--- src/rtl/cache_2way_wb_sync.sv ---
// Two-way set-associative write-back / write-allocate cache with per-set LRU,
// byte-enabled CPU writes and a req/ack block-wide memory port.
module cache_2way_wb_sync #(
    parameter int ADDR_W          = 10,
    parameter int NUM_SETS        = 2,
    parameter int WORDS_PER_BLOCK = 4
) (
    input  logic                            clk,
    input  logic                            rst_n,
    input  logic                            cpu_req,
    input  logic                            cpu_we,
    input  logic [ADDR_W-1:0]               cpu_addr,
    input  logic [31:0]                     cpu_wdata,
    input  logic [3:0]                      cpu_be,
    output logic [31:0]                     cpu_rdata,
    output logic                            cpu_ready,
    output logic                            hit,
    output logic                            mem_req,
    output logic                            mem_we,
    output logic [ADDR_W-1:0]               mem_addr,
    output logic [32*WORDS_PER_BLOCK-1:0]   mem_wdata,
    input  logic [32*WORDS_PER_BLOCK-1:0]   mem_rdata,
    input  logic                            mem_ack
);
    localparam int OFF_W  = 2 + $clog2(WORDS_PER_BLOCK);
    localparam int IDX_W  = $clog2(NUM_SETS);
    localparam int TAG_W  = ADDR_W - IDX_W - OFF_W;
    localparam int BLK_W  = 32 * WORDS_PER_BLOCK;
    localparam int WSEL_W = (WORDS_PER_BLOCK > 1) ? $clog2(WORDS_PER_BLOCK) : 1;

    localparam logic [2:0] IDLE   = 3'd0;
    localparam logic [2:0] LOOKUP = 3'd1;
    localparam logic [2:0] WB     = 3'd2;
    localparam logic [2:0] FILL   = 3'd3;
    localparam logic [2:0] RESP   = 3'd4;

    logic [BLK_W-1:0]    data_arr [2][NUM_SETS];
    logic [TAG_W-1:0]    tag_arr  [2][NUM_SETS];
    logic [NUM_SETS-1:0] valid_arr [2];
    logic [NUM_SETS-1:0] dirty_arr [2];
    logic [NUM_SETS-1:0] lru;

    logic [2:0]        state;
    logic              req_we;
    logic [ADDR_W-1:0] req_addr;
    logic [31:0]       req_wdata;
    logic [3:0]        req_be;
    logic              victim;

    logic [TAG_W-1:0]  req_tag;
    logic [IDX_W-1:0]  req_idx;
    logic [WSEL_W-1:0] req_word;
    logic [WSEL_W+4:0] word_lsb;
    logic [1:0]        way_hit;
    logic              hit_way;
    logic              victim_c;
    logic              acc_way;
    logic [31:0]       cur_word;
    logic [31:0]       merged;

    assign req_tag  = req_addr[ADDR_W-1 -: TAG_W];
    assign req_idx  = req_addr[OFF_W +: IDX_W];
    assign req_word = WSEL_W'((req_addr >> 2) & ADDR_W'(WORDS_PER_BLOCK - 1));
    assign word_lsb = {req_word, 5'd0};

    assign way_hit[0] = valid_arr[0][req_idx] && (tag_arr[0][req_idx] == req_tag);
    assign way_hit[1] = valid_arr[1][req_idx] && (tag_arr[1][req_idx] == req_tag);
    assign hit_way    = !way_hit[0];
    assign victim_c   = !valid_arr[0][req_idx] ? 1'b0 :
                        !valid_arr[1][req_idx] ? 1'b1 : lru[req_idx];

    // RESP replays the access on the freshly filled victim; LOOKUP uses the hitting way.
    assign acc_way  = (state == RESP) ? victim : hit_way;
    assign cur_word = data_arr[acc_way][req_idx][word_lsb +: 32];

    always_comb begin
        merged = cur_word;
        for (int k = 0; k < 4; k++) begin
            if (req_be[k]) merged[8*k +: 8] = req_wdata[8*k +: 8];
        end
    end

    always_ff @(posedge clk) begin
        if (!rst_n) begin
            state        <= IDLE;
            valid_arr[0] <= '0;
            valid_arr[1] <= '0;
            dirty_arr[0] <= '0;
            dirty_arr[1] <= '0;
            lru          <= '0;
            cpu_ready    <= 1'b0;
            hit          <= 1'b0;
            cpu_rdata    <= '0;
            mem_req      <= 1'b0;
            mem_we       <= 1'b0;
            mem_addr     <= '0;
            mem_wdata    <= '0;
            victim       <= 1'b0;
        end else begin
            cpu_ready <= 1'b0;
            hit       <= 1'b0;
            case (state)
                IDLE: begin
                    if (cpu_req) begin
                        req_we    <= cpu_we;
                        req_addr  <= cpu_addr;
                        req_wdata <= cpu_wdata;
                        req_be    <= cpu_be;
                        state     <= LOOKUP;
                    end
                end
                LOOKUP: begin
                    if (way_hit != 2'b00) begin
                        if (req_we) begin
                            data_arr[acc_way][req_idx][word_lsb +: 32] <= merged;
                            dirty_arr[acc_way][req_idx] <= 1'b1;
                        end else begin
                            cpu_rdata <= cur_word;
                        end
                        lru[req_idx] <= ~hit_way;
                        cpu_ready    <= 1'b1;
                        hit          <= 1'b1;
                        state        <= IDLE;
                    end else begin
                        victim  <= victim_c;
                        mem_req <= 1'b1;
                        if (valid_arr[victim_c][req_idx] && dirty_arr[victim_c][req_idx]) begin
                            mem_we    <= 1'b1;
                            mem_addr  <= {tag_arr[victim_c][req_idx], req_idx, {OFF_W{1'b0}}};
                            mem_wdata <= data_arr[victim_c][req_idx];
                            state     <= WB;
                        end else begin
                            mem_we   <= 1'b0;
                            mem_addr <= {req_tag, req_idx, {OFF_W{1'b0}}};
                            state    <= FILL;
                        end
                    end
                end
                WB: begin
                    if (mem_ack) begin
                        dirty_arr[victim][req_idx] <= 1'b0;
                        mem_req <= 1'b0;
                        mem_we  <= 1'b0;
                        state   <= FILL;
                    end
                end
                FILL: begin
                    // After a write-back the request is dropped for a cycle before the fill starts.
                    if (!mem_req) begin
                        mem_req  <= 1'b1;
                        mem_we   <= 1'b0;
                        mem_addr <= {req_tag, req_idx, {OFF_W{1'b0}}};
                    end else if (mem_ack) begin
                        data_arr[victim][req_idx]  <= mem_rdata;
                        tag_arr[victim][req_idx]   <= req_tag;
                        valid_arr[victim][req_idx] <= 1'b1;
                        dirty_arr[victim][req_idx] <= 1'b0;
                        lru[req_idx] <= ~victim;
                        mem_req      <= 1'b0;
                        state        <= RESP;
                    end
                end
                RESP: begin
                    if (req_we) begin
                        data_arr[acc_way][req_idx][word_lsb +: 32] <= merged;
                        dirty_arr[acc_way][req_idx] <= 1'b1;
                    end else begin
                        cpu_rdata <= cur_word;
                    end
                    cpu_ready <= 1'b1;
                    state     <= IDLE;
                end
                default: state <= IDLE;
            endcase
        end
    end
endmodule

--- config.mk ---
export PLATFORM = sky130hd
export DESIGN_NAME = cache_2way_wb_sync
export DESIGN_NICKNAME = d
export VERILOG_FILES = /design/src/rtl/cache_2way_wb_sync.sv
export SDC_FILE = /design/constraint.sdc
export NUM_CORES = 1
export LEC_CHECK = 0
export ABC_AREA = 0
export ABC_CLOCK_PERIOD_IN_PS = 6100
export CAP_MARGIN = 10
export CORE_ASPECT_RATIO = 1.5
export CORE_MARGIN = 2
export CORE_UTILIZATION = 35
export DETAILED_ROUTE_END_ITERATION = 8
export GPL_ROUTABILITY_DRIVEN = 0
export HOLD_SLACK_MARGIN = 0.12
export PLACE_DENSITY = 0.52
export SLEW_MARGIN = 20
export SYNTH_ARGS = -nofsm -noshare
export SYNTH_HDL_FRONTEND = slang
export SYNTH_SLANG_ARGS = --single-unit
--- constraint.sdc ---
create_clock -name clk -period 6.1 [get_ports clk]
set_clock_uncertainty 0.15 [all_clocks]
set_input_delay 0.61 -clock clk [delete_from_list [all_inputs] [get_ports clk]]
set_output_delay 0.61 -clock clk [all_outputs]
set_load 0.02 [all_outputs]
Word-level counts from Yosys, hierarchy flattened
Memories as Yosys holds them, arrays and structs flattened.
Index checks and enable logic that the tools add are counted.
{ "classes": {"bitwise": 263, "multipliers": 0, "div_mod_pow": 0, "n_reduce_logical": 25, "muxes": 364, "eq_ne": 13, "shifts": 3, "order_cmp": 4, "add_sub_neg": 1} }
{ "ops": {"columns": ["operator", "n"], "rows": [
  ["256-bit two-way mux", 5],
  ["128-bit two-way mux", 8],
  ["1-bit two-way mux", 300],
  ["1-bit OR", 260],
  ["128-bit demux with 1-bit select", 2],
  ["256-bit OR reduction", 1],
  ["32-bit by 9-bit variable shift with 128-bit output, first input constant", 1],
  ["128-bit by 8-bit variable part select with 32-bit output", 1],
  ["32-bit by 9-bit variable part select with 128-bit output", 1],
  ["32-bit two-way mux", 2],
  ["32-bit one-hot mux with 2 select lines", 1],
  ["5-bit two-way mux", 10],
  ["10-bit two-way mux", 4],
  ["8-bit two-way mux", 4],
  ["2-bit two-way mux", 14],
  ["10-bit one-hot mux with 2 select lines", 1],
  ["2-bit != test, second input constant", 7],
  ["3-bit two-way mux", 4],
  ["3-bit one-hot mux with 4 select lines", 1],
  ["3-bit AND reduction", 4],
  ["4-bit AND reduction", 3],
  ["5-bit equality test", 2],
  ["7-bit negation with 9-bit output", 1],
  ["3-bit by 2-bit equality test with 1-bit output, second input constant", 2],
  ["21 further kinds", 34]
]} }
{ "totals": {"latchBits": 0, "mem_bits_rw": 540, "n_memories": 4, "ff_bits": 227, "mem_bits_ro": 0, "inputBits": 179} }
{ "mem_list": {"columns": ["name", "words", "width", "read_ports", "rd_clocked_by_memory_dff", "write_ports", "line", "text"], "rows": [
  ["data_arr", 2, 256, 2, 0, 1, "37", "logic [BLK_W-1:0] data_arr [2][NUM_SETS];"],
  ["tag_arr", 2, 10, 3, 0, 1, "38", "logic [TAG_W-1:0] tag_arr [2][NUM_SETS];"],
  ["dirty_arr", 2, 2, 1, 0, 2, "40", "logic [NUM_SETS-1:0] dirty_arr [2];"],
  ["valid_arr", 2, 2, 3, 0, 2, "39", "logic [NUM_SETS-1:0] valid_arr [2];"]
]} }

Longest topological paths before layout
An unclocked memory read counts as a cell.
{ "logic_depth": {"depth_word": 17, "depth_mapped": 12} }

Worst setup path before layout
No wires, ideal clock.
{ "synth_timing": {"path_type": "register -> register", "start": "reg req_addr[4]", "end": "mem data_arr[1][100] (netlist name) (enable)", "path_slack_ps": 834, "setup_ps": 461, "stages_incl_launch_ff": 12, "required_ps": 5489, "period_less_slack_ps": 5266, "arrival_ps": 4655, "path_cell_list": "edfxtp_1 > buf_2 > buf_2 > mux2i_1 > xnor2_1 > nor4_1 > a22oi_1 > nor3_1 > o211a_1 > clkbuf_1 > a21oi_1 > nor3_1"} }
{ "synth_between": {"elab_chain_len": 13, "word_cells_on_any_way": 35} }
{ "synth_lines": {"columns": ["element", "line", "text"], "rows": [
  ["from (decl)", "45", "logic [ADDR_W-1:0] req_addr;"],
  ["from (signal assigned)", "106", "req_addr <= cpu_addr;"],
  ["1-bit inverter with 2-bit output (not written as such)", null, null],
  ["5-bit two-way mux (on tied branches) (3 in series)", "66, 67", null],
  ["5-bit equality test (on tied branches)", "66, 67", null],
  ["1-bit logical AND (on tied branches)", "66, 67", null],
  ["2-bit nonzero test", "113", "if (way_hit != 2'b00) begin"],
  ["1-bit two-way mux", "113", null],
  ["1-bit two-way mux", "102", "case (state)"],
  ["1-bit two-way mux", "84", "if (!rst_n) begin"],
  ["256-bit two-way mux (not written as such)", "115", "data_arr[acc_way][req_idx][word_lsb +: 32] <= merged;"],
  ["1-bit OR (no line)", null, null],
  ["256-bit two-way mux (no line)", null, null],
  ["to (decl)", "37", null]
]} }
Several ways; a longest one is shown, not always the timed one. The select of a mux whose other input is x is not followed.

Worst setup path in the final report
{ "layout_timing": {"start": "reg req_addr[4]", "end": "mem data_arr[1][41] (netlist name), data pin"} }
{ "layout_between": {"elab_chain_len": 17, "word_cells_on_any_way": 29} }
{ "layout_lines": {"columns": ["element", "line", "text"], "rows": [
  ["1-bit inverter with 2-bit output (not written as such)", null, null],
  ["5-bit two-way mux (not written as such) (3 in series)", "66", "assign way_hit[0] = valid_arr[0][req_idx] && (tag_arr[0][req_idx] == req_tag);"],
  ["5-bit equality test", "66", null],
  ["1-bit logical AND", "66", null],
  ["1-bit logical NOT", "68", "assign hit_way = !way_hit[0];"],
  ["1-bit two-way mux", "73", "assign acc_way = (state == RESP) ? victim : hit_way;"],
  ["memory 2 x 256 bit", null, null],
  ["128-bit two-way mux (not written as such) (3 in series)", "74", "assign cur_word = data_arr[acc_way][req_idx][word_lsb +: 32];"],
  ["128-bit by 8-bit variable part select with 32-bit output", "74", null],
  ["8-bit two-way mux", "79", "if (req_be[k]) merged[8*k +: 8] = req_wdata[8*k +: 8];"],
  ["32-bit by 9-bit variable part select with 128-bit output", "115, 165", null],
  ["1-bit two-way mux (no line)", null, null],
  ["256-bit two-way mux (no line) *", null, null]
]} }
Mark *: on every way between the ends. The rest lies on a longest branch, timed or not. The select of a mux whose other input is x is not followed.

==> implementation parameters <==
Parameter                              Value

Logic synthesis
  Top cells by area, synth    sky130_fd_sc_hd__edfxtp_1, sky130_fd_sc_hd__mux4_2, sky130_fd_sc_hd__dfxtp_1
  Number of synthesis warnings    0
  Count of state elements after synthesis    761
  Leading cell types by count after synthesis    sky130_fd_sc_hd__edfxtp_1, sky130_fd_sc_hd__nand2_1, sky130_fd_sc_hd__mux4_2
  Proportion of synthesized chip area in sequential cells    0.622
  Most common cell in the netlist    sky130_fd_sc_hd__edfxtp_1
  Synth area leader    sky130_fd_sc_hd__edfxtp_1
  Synthesized instance count    2130
  Most used DFF post-synth    sky130_fd_sc_hd__edfxtp_1
  Syn avg cell area    15.9 µm²
  Synth top area share    0.516
  Share of flip-flops with an asynchronous set or reset    0
  Number of flops mapped to enable cells by yosys    581
  Netlist area before placement    0.0338 mm²
  Count of unique library cells instantiated by Yosys    50

Clocking
  Hold Buf Count CTS    0
  Clock edge transition at the registers on the reported setup and hold paths    60 ps
  Clk root buf    sky130_fd_sc_hd__clkbuf_16
  Post-CTS Setup Bufs    0
  Clk Latency, worst-skew pair    670 ps
  Bufs on Longest Clock Path    3
  H-tree Lvls    3
  CTS tree    built
  Cells resized by post-CTS repair    0
  Clock sink count    761
  Total clock buffers created by CTS    81

Global route
  Antenna violations before repair    5
  All-Layer GR Usage    0.232
  Overflow left after global routing    0
  Via count of the first global-routing pass    22.6k
  First-pass GRT wire length    164000 µm
  Largest net degree at the start of global routing    107

Power and ir drop
  Max rail drop VDD    0.178 mV
  Total power density per cell area    284 mW/mm²
  Static leakage    12.9 nW

Critical path
  Largest stage delay, worst path    570 ps
  CP Max Fanout    16
  Cell breakdown of the critical path    buf_4, inv_1, buf_4, a21oi_1, nor3_1, a31oi_4, buf_4, mux4_2, a22o_1, a221oi_2, o21ai_1
  Capturing element type of the critical path    register
  Critical register-to-register path startpoint    req_addr[4]
  Crit path max-delay cell type    sky130_fd_sc_hd__a221oi_2
  Kind of critical path    register to register
  Startpoint Class    register
  Sum of buffers and inverters on the critical path    4
  Family with the most delay on the worst path    compound AO/OA/AOI/OAI gates
  CP required    6250 ps
  Number of gates on the worst path with buffers counted    11
  Origin of the worst setup path    req_addr[4]
  Cell depth of the worst flop-to-flop path    11
  Critical path's most frequent cell    sky130_fd_sc_hd__buf_4
  Data arrival time of the worst path    4670 ps

Placed design
  Number of input and output port buffers inserted    346
  DP HPWL    79500 µm
  Area post-placement    0.0389 mm²

STA
  Final period demand of the worst path    4520 ps
  Slew margin rel.    0.269
  Achievable Freq    221 MHz
  RSZ-0062 raised after global routing    false
  Final-report max-slew violation count    0
  Final hold violation count    0
  Final setup violation count    0
  Tcrit/Tclk final    0.740
  Slew at the pin with the worst max-slew slack    1090 ps
  Worst slack on hold paths    314 ps
  Setup TNS    0 ps

Die
  Die Width    258 µm
  Top-Level Pins    353
  Site row count    139
  Height of the die    385 µm
  Core Region    0.0958 mm²
  Starting Density    0.353
  Area enclosed by the die boundary    0.0992 mm²

Layout
  Total number of nets in the final design    2629
  Area delta synth->final    23.2%
  Sequential cell area    0.0211 mm²
  Multi-input combinational cell area    0.0122 mm²
  Fill cell total of the finished layout    8546
  Finished layout cell area    0.0417 mm²
  Fraction of final layout cells sized beyond drive strength 1    0.208
  Ant. Diodes    0

Outcome
  Run status    complete, no violations

Route
  Post-route antenna net violation count    0
  Drt first pass iters    5
  Via-per-instance ratio    5.74
  Via count    21.7k
  DRC    0
  Routed len/inst    30.6 µm
  First DRT Iteration DRCs    1957
  Final wirelength    116000 µm

Min path
  Worst hold stages    1
  Path category of the worst min-delay check    register to register
  Start point of the worst hold path    cpu_rdata[21]

Run
  Reported max-cap violation count    0
[path summary, 6_finish.rpt]
path	slack, ps	end
max	1580	data_arr[1][41]
max reg2reg	1580	data_arr[1][41]
min	310	cpu_rdata[21]
min reg2reg	310	cpu_rdata[21]
[power by group]
| part | leakage (nW) | switching, W | internal (W) | total (W) |
|---|---|---|---|---|
| sequential | 6.79 | 0.0000640 | 0.00563 | 0.00570 |
| combinational | 4.77 | 0.000564 | 0.000366 | 0.000930 |
| clock | 1.37 | 0.00212 | 0.00310 | 0.00522 |
[cells by family (layout without fill, tap and decap cells)]
family                     count (synthesis)  after routing  synth area share
AOI/OAI and AO/OA                        522            522             0.123
xor gates and xnor gates                  11             11           0.00285
adders and majority gates                  5              5           0.00185
buffers and inverters                    188            567            0.0238
DFF                                      761            761             0.622
muxes                                    285            285             0.181
other                                      1              4          0.000111
and+or+nand+nor                          357            357            0.0445
[per-layer routing]
layer / track usage / vias up / share of wire
met4: 0.0937 / 4 / 0.038
li1: - / 9312 / -
met3: 0.0332 / 156 / 0.057
met2: 0.419 / 865 / 0.53
met5: 0 / - / 0.00021
met1: 0.278 / 11400 / 0.38
[layout by cell type, fill, tap and decap left out, drive strengths merged, types with 2 or more instances in the layout]
master	count
and3	5
mux4	262
a21boi	131
mux2i	18
conb	4
nand2	272
a22o	32
nand3	2
clkbuf	110
mux2	5
a221oi	32
clkinv	26
nor2	19
edfxtp	581
nor3	13
buf	64
xnor2	9
inv	10
o2bb2ai	32
o21a	2
nor4	6
a32oi	128
o21ai	139
a21o	4
dfxtp	180
and2	3
clkdlybuf4s50	345
nand2b	21
xor2	2
nor2b	14
a22oi	3
clkinvlp	2
ha	5
a21oi	10
bufinv	10
[per-stage QoR]
stage	power (W)	cells	setup slack [ps]	util
after floorplan	0.00627	2133	834	-
after global placement	0.00672	3630	1310	0.406
after global routing	0.0122	3781	1310	0.435
final	0.0118	3781	1580	0.435
after CTS	0.0119	3780	1250	0.435
after detailed placement	0.00674	3630	1300	0.406
[layout make-up]
| cell class | instances | area share |
|---|---|---|
| clock inverter | 40 | 0.0114 |
| inverter | 8 | 0.000780 |
| timing repair buffer | 409 | 0.0969 |
| multi-input combinational | 1184 | 0.292 |
| tap | 1269 | 0.0381 |
| sequential | 761 | 0.505 |
| clock buffer | 110 | 0.0557 |
[state kept, by name, summed over array words and instances (netlist names), 2 cells and up]
register and cells:
valid_arr 4, mem_wdata 128, req_wdata 32, tag_arr 20, lru 2, mem_addr 6
req_be 4, state 3, dirty_arr 4, cpu_rdata 32, data_arr 512, req_addr 8
Note: power is estimated with default switching activity, not from simulation.
